--- src/rtl/banco_registradores_varredura.sv ---
// Eight 8-bit registers plus a scan sequencer that steps the downstream 8:1 mux select.
// Optional synchronous clear of the bank is enabled by defining BANCO_CLR_EN.
module banco_registradores_varredura #(
    parameter int PRESCALE = 4
) (
    input  logic       clk_i,
    input  logic       rst_i,
    input  logic       wr_en_i,
    input  logic [2:0] wr_addr_i,
    input  logic [7:0] wr_data_i,
    input  logic       scan_en_i,
    input  logic       hold_i,
`ifdef BANCO_CLR_EN
    input  logic       clr_i,
`endif
    output logic [7:0] d0_o,
    output logic [7:0] d1_o,
    output logic [7:0] d2_o,
    output logic [7:0] d3_o,
    output logic [7:0] d4_o,
    output logic [7:0] d5_o,
    output logic [7:0] d6_o,
    output logic [7:0] d7_o,
    output logic [2:0] sel_o,
    output logic       step_o,
    output logic       wrap_o,
    output logic       busy_o
);

    localparam int PW = (PRESCALE > 1) ? $clog2(PRESCALE) : 1;
    localparam logic [PW-1:0] TC = PW'(PRESCALE - 1);

    typedef enum logic [1:0] {
        PARADO   = 2'd0,
        VARRENDO = 2'd1,
        PAUSADO  = 2'd2
    } estado_t;

    estado_t       estado_q;
    logic [PW-1:0] presc_q;
    logic [2:0]    sel_q;
    logic          step_q;
    logic          wrap_q;
    logic          busy_q;
    logic [7:0]    regs_q [8];
    logic [7:0]    regs_d [8];
    logic          clr_s;

`ifdef BANCO_CLR_EN
    assign clr_s = clr_i;
`else
    assign clr_s = 1'b0;
`endif

    // Next bank contents: clear beats a same-cycle write.
    always_comb begin
        regs_d = regs_q;
        if (clr_s) begin
            for (int i = 0; i < 8; i++) begin
                regs_d[i] = 8'h00;
            end
        end else if (wr_en_i) begin
            regs_d[wr_addr_i] = wr_data_i;
        end else begin
            regs_d = regs_q;
        end
    end

    // Register bank storage.
    always_ff @(posedge clk_i or posedge rst_i) begin
        if (rst_i) begin
            for (int i = 0; i < 8; i++) begin
                regs_q[i] <= 8'h00;
            end
        end else begin
            regs_q <= regs_d;
        end
    end

    // Scan sequencer. A step blocked by Hold at terminal count still wraps the
    // prescaler, so after resume a full period elapses before Sel moves; the
    // resume edge itself already counts.
    always_ff @(posedge clk_i or posedge rst_i) begin
        if (rst_i) begin
            estado_q <= PARADO;
            presc_q  <= '0;
            sel_q    <= 3'd0;
            step_q   <= 1'b0;
            wrap_q   <= 1'b0;
            busy_q   <= 1'b0;
        end else begin
            step_q <= 1'b0;
            wrap_q <= 1'b0;
            if (!scan_en_i) begin
                estado_q <= PARADO;
                presc_q  <= '0;
                sel_q    <= 3'd0;
                busy_q   <= 1'b0;
            end else begin
                case (estado_q)
                    PARADO: begin
                        estado_q <= VARRENDO;
                        presc_q  <= '0;
                        sel_q    <= 3'd0;
                        busy_q   <= 1'b1;
                    end
                    VARRENDO, PAUSADO: begin
                        busy_q <= 1'b1;
                        if (hold_i) begin
                            estado_q <= PAUSADO;
                            if (presc_q == TC) begin
                                presc_q <= '0;
                            end else begin
                                presc_q <= presc_q;
                            end
                        end else begin
                            estado_q <= VARRENDO;
                            if (presc_q == TC) begin
                                presc_q <= '0;
                                sel_q   <= sel_q + 3'd1;
                                step_q  <= 1'b1;
                                wrap_q  <= (sel_q == 3'd7);
                            end else begin
                                presc_q <= presc_q + PW'(1'b1);
                            end
                        end
                    end
                    default: begin
                        estado_q <= PARADO;
                        presc_q  <= '0;
                        sel_q    <= 3'd0;
                        busy_q   <= 1'b0;
                    end
                endcase
            end
        end
    end

    assign d0_o   = regs_q[0];
    assign d1_o   = regs_q[1];
    assign d2_o   = regs_q[2];
    assign d3_o   = regs_q[3];
    assign d4_o   = regs_q[4];
    assign d5_o   = regs_q[5];
    assign d6_o   = regs_q[6];
    assign d7_o   = regs_q[7];
    assign sel_o  = sel_q;
    assign step_o = step_q;
    assign wrap_o = wrap_q;
    assign busy_o = busy_q;

endmodule

--- config.mk ---
export PLATFORM = sky130hd
export DESIGN_NAME = banco_registradores_varredura
export DESIGN_NICKNAME = d
export VERILOG_FILES = /design/src/rtl/banco_registradores_varredura.sv
export SDC_FILE = /design/constraint.sdc
export NUM_CORES = 1
export LEC_CHECK = 0
export BUFFER_PORTS_ARGS = -buffer_cell sky130_fd_sc_hd__buf_2
export CORE_ASPECT_RATIO = 0.8
export CORE_UTILIZATION = 51
export DETAILED_ROUTE_END_ITERATION = 10
export GPL_TIMING_DRIVEN = 0
export PLACE_DENSITY = 0.79
export SYNTH_ARGS = -nofsm -noshare
export SYNTH_HDL_FRONTEND = slang
export SYNTH_SLANG_ARGS = --single-unit
export TNS_END_PERCENT = 50
--- constraint.sdc ---
create_clock -name clk_i -period 7 [get_ports clk_i]
set_input_delay 1.4 -clock clk_i [delete_from_list [all_inputs] [get_ports clk_i]]
set_output_delay 1.4 -clock clk_i [all_outputs]
set_load 0.01 [all_outputs]
Word-level counts from Yosys, hierarchy flattened
Index checks and enable logic that the tools add are counted.

word-level totals
  register bits = 74
  bits of input ports = 16
  output and inout bits = 70
  logic and storage cells = 56

cells by class
  add/sub/neg operators = 2
  magnitude comparators = 2
  equality and inequality tests = 7
  multiplexer cells = 25
  bitwise logic cells = 1
  reductions and logical operators = 5

operators by type and width
  kind                                                                   count
  64-bit bitwise mux                                                     1
  8-bit demux with 3-bit select                                          1
  2-bit 2-to-1 mux                                                       7
  3-bit 2-to-1 mux                                                       4
  1-bit 2-to-1 mux                                                       10
  8-bit 2-to-1 mux                                                       1
  3-bit inequality test, second input constant                           2
  2-bit equality test, second input constant                             2
  4-bit greater-or-equal comparator, second input constant               1
  4-bit by 1-bit < comparator with 1-bit output, second input constant   1
  4-bit inequality test, second input constant                           1
  3-bit inverter with 4-bit output                                       1
  2-bit one-hot mux with 2 select lines                                  1
  3-bit by 1-bit adder with 3-bit output, second input constant          1
  3-bit equality test, second input constant                             1
  3-bit OR reduction                                                     1
  2-bit by 1-bit adder with 2-bit output, second input constant          1
  2-bit by 1-bit equality test with 1-bit output, second input constant  1
  2-bit zero test                                                        1
  2-bit AND reduction                                                    1
  2-bit OR reduction                                                     1
  1-bit logical AND                                                      1

Depth between registers and ports, before layout
  depth in word-level cells = 6
  gate-level depth with buffers = 5
  depth with buffers taken out = 5

Worst setup path after synthesis
Ideal clock, no wire load.

  kind = input -> register
  from = input port wr_addr_i[0]
  to = register regs_q, in the netlist d2_o[0]
  setup time = 0.125 ns
  arrival = 2.382 ns
  required time = 6.875 ns
  slack = 4.493 ns
  stages on the path = 4
  buffers on the path = 1
  path through = buf_6 -> nand2b_4 -> nor3b_4 -> mux2_2

on the way
  cells in the longest elaborated chain, start to end = 6
  elaborated cells on any way between the ends = 7
  those cells by class = order compare: 2; mux: 3; bitwise: 1; reduce/logical: 1

RTL lines
  element                                                                                                                   RTL line  text
  from (decl)                                                                                                               9         input logic [2:0] wr_addr_i,
  3-bit inverter with 4-bit output (implied by the code) (*)                                                                63        regs_d[wr_addr_i] = wr_data_i;
  4-bit greater-or-equal comparator (implied by the code) or 4-bit by 1-bit < comparator with 1-bit output (tied branches)  63
  1-bit logical AND (implied by the code)                                                                                   63
  8-bit 2-to-1 mux (implied by the code)                                                                                    63
  8-bit demux with 3-bit select (*)                                                                                         63
  64-bit bitwise mux (*)                                                                                                    63
  to (signal assigned)                                                                                                      76        regs_q <= regs_d;
  to (decl)                                                                                                                 45        logic [7:0] regs_q [8];

Every way passes the cells marked *; elsewhere a longest branch is shown, timed or not.
A chain may end at the register's enable or synchronous reset.

Final worst setup path
  from = register regs_q, in the netlist d0_o[1]
  to = output port d0_o[1]

RTL lines
  element    RTL line  text
  to (decl)  16        output logic [7:0] d0_o,

No word-level cell between the ends.

==> results.ini <==
[status]
outcome=complete, no violations

[power_and_ir_drop]
power.total_mw=1.108
p_leak_nw=1.765
p_sw_frac=0.2811
power_frac_clock=0.283
power.share.sequential=0.497
powerDensity_nw_per_um2=306.7
vdd_drop_max_uv=226.3
p_switching_mw=0.3114
p_int_mw=0.7965
comb_power_share=0.221

[critical_path]
cp.required_ns=5.60
reg2reg_to=sel_o[2]
reg2reg_depth=4
worstPathArrival_ns=0.90
worst-path-max-fanout=2
critical-path-top-delay-family=flip-flops
cp.depth=1
path_buf_inv=1
crit_start=d0_o[1]
endpoint_kind=output port
critPathCapture=d0_o[1]
reg2reg_slack_ns=5.69
cp_cell_sequence=buf_2
crit_slowest_cell=dfrtp_1
cp_slowest_stage_delay_ns=0.40
crit_type=flip-flop to output port
r2r-start=presc_q[0]
start_kind=flip-flop

[routing]
ant_nets=0
drc=0
wl_met1_mm=2.651
wl_met2_mm=2.607
wl_per_cell_um=16.02
totalWireLength_mm=5.703
dr.pass1.iters=4
drt-initial-drc-count=78
dr_wl_met3_um=354
vias=1775
top_layer=met4
viasPerCell=4.986

[finish]
layout_common_cells=buf_2 (82), dfrtp_1 (74), mux2_2 (64)
drive_gt1_frac=0.6115
final_util=0.6573
layout_commonest_cell=buf_2
nNetsFinal=295
final_cells=356
diodes=0
syn_to_final_growth_pct=23.64
final_area_um2=3612

[clocking]
cts_buffers=9
clock_sinks=74
clkTransAtPathRegs_ns=0.07
root_buffer=clkbuf_8
cts_tree=yes
cts_resized=0
post_cts_buffers=0
clk_latency_ns=0.35
clk_path_buf_depth=2
postCtsHoldBufs=0
htreeDepth=3

[die]
rows=24
initial_core_util=0.5316
fp.dieH_um=69.70
core_area_um2=5495
io_pins=86
die_w_um=86.62
die_area_um2=6037

[timing]
fin_tns_setup_ns=0
final_hold_viol_count=0
slew_violations=0
max_freq_ghz=0.4350
skew_ns=0.004556
rsz0062_at_grt=no
setup_viol_count_final=0
layout_min_cycle_time_ns=2.299
setup_ws_ns=4.701
tightest_slew_ns=0.8859
min_period_over_period=0.3284
max_slew_margin=0.4094
fin_hold_ws_ns=0.5023

[global_route]
gr-total-overflow=0
antenna_found_initial=0
grt_max_degree=75
grt_pass1_wl_mm=9.045
grt_usage=0.2091
grt_pass1_vias=1793

[place]
gp_congestion=0.7650
post-dp-hpwl_mm=3.841
pre_cts_slack_ns=4.355
dp_cells=340
dpl_cell_area_um2=3427
port_buffers=81

[logic_synthesis]
synthTopCellsByArea=dfrtp_1 (63%), mux2_2 (25%), ha_1 (2.6%)
synth_xor_area_frac=0.005996
avgSynthCellArea_um2=16.14
synth-simple-area-share=0.06167
synthDistinctLibCells=23
synth-adder-area-share=0.02570
synth-seq-area-share=0.6338
syn-num-nets=203
synth_area_um2=2922
synthMuxAreaShare=0.2535
synthCells=181
synth_top_area_share=0.6338
synth_top_family_by_area=multiplexers
yosysTopAreaCell=dfrtp_1
yosys_warnings=0
synth_compound_area_frac=0.003426
synth-seq-cells=74

[flow_run]
cap_violations=0

[hold_path]
min_path_type=flip-flop to flip-flop

-- power by group through the flow --
stage               clock network (mW)  logic (mW)  registers, mW
detailed placement                   0       0.247          0.557
finish                           0.313       0.244          0.550
global placement                     0       0.241          0.554
floorplan                            0      0.0934          0.598
CTS                              0.321       0.249          0.550
global route                     0.337       0.264          0.560
-- layout make-up --
class | instances | area, µm²
Fill cell | 417 | 1883
Clock buffer | 10 | 127.6
Clock inverter | 6 | 57.56
Inverter | 4 | 17.52
Tap cell | 78 | 97.59
Buffer | 4 | 31.28
Timing Repair Buffer | 81 | 405.4
Sequential cell | 74 | 1852
Multi-Input combinational cell | 99 | 1023
-- state kept, by name, summed over array words and instances, names as in the netlist, 3 cells and up --
name and count:
d3_o 8, d0_o 8, sel_o 3, d7_o 8
d2_o 8, d1_o 8, d6_o 8, d4_o 8
d5_o 8
-- cells in the mapped netlist (all sizes together) --
master,instances
a21oi,2
nor2b,4
mux2,64
nand4b,3
nor3b,2
nand2,3
buf,4
nor2,4
dfrtp,74
nor3,3
nand4,1
mux2i,2
ha,6
xor2,1
inv,4
xnor2,1
and2,1
nand3b,1
nand2b,1
-- kinds of logic (layout without fill, tap and decap cells) --
kind of cell | Yosys count | count (layout)
flip-flops | 74 | 74
multiplexers | 66 | 66
AND/OR/NAND/NOR | 23 | 23
buffers and inverters | 8 | 105
adder cells (fa/ha/maj) | 6 | 6
AO/OA/AOI/OAI | 2 | 2
XOR/XNOR | 2 | 2
-- worst min path at each step --
stage,from,to,slack (ns),cells past startpoint
after floorplan,estado_q[1],busy_o,0.54,2
after global placement,d7_o[7],d7_o[7],0.48,1
after detailed placement,d3_o[7],d3_o[7],0.49,1
after CTS,d3_o[7],d3_o[7],0.50,1
after global routing,d6_o[7],d6_o[7],0.52,1
final,d6_o[7],d6_o[7],0.50,1
-- metal layers --
metal  up-vias  track usage
li1        819            -
met1       890       0.2805
met2        56       0.3060
met3        10      0.07024
met4         0       0.1019
met5         -            0
Power figures use the tool's default switching activity.
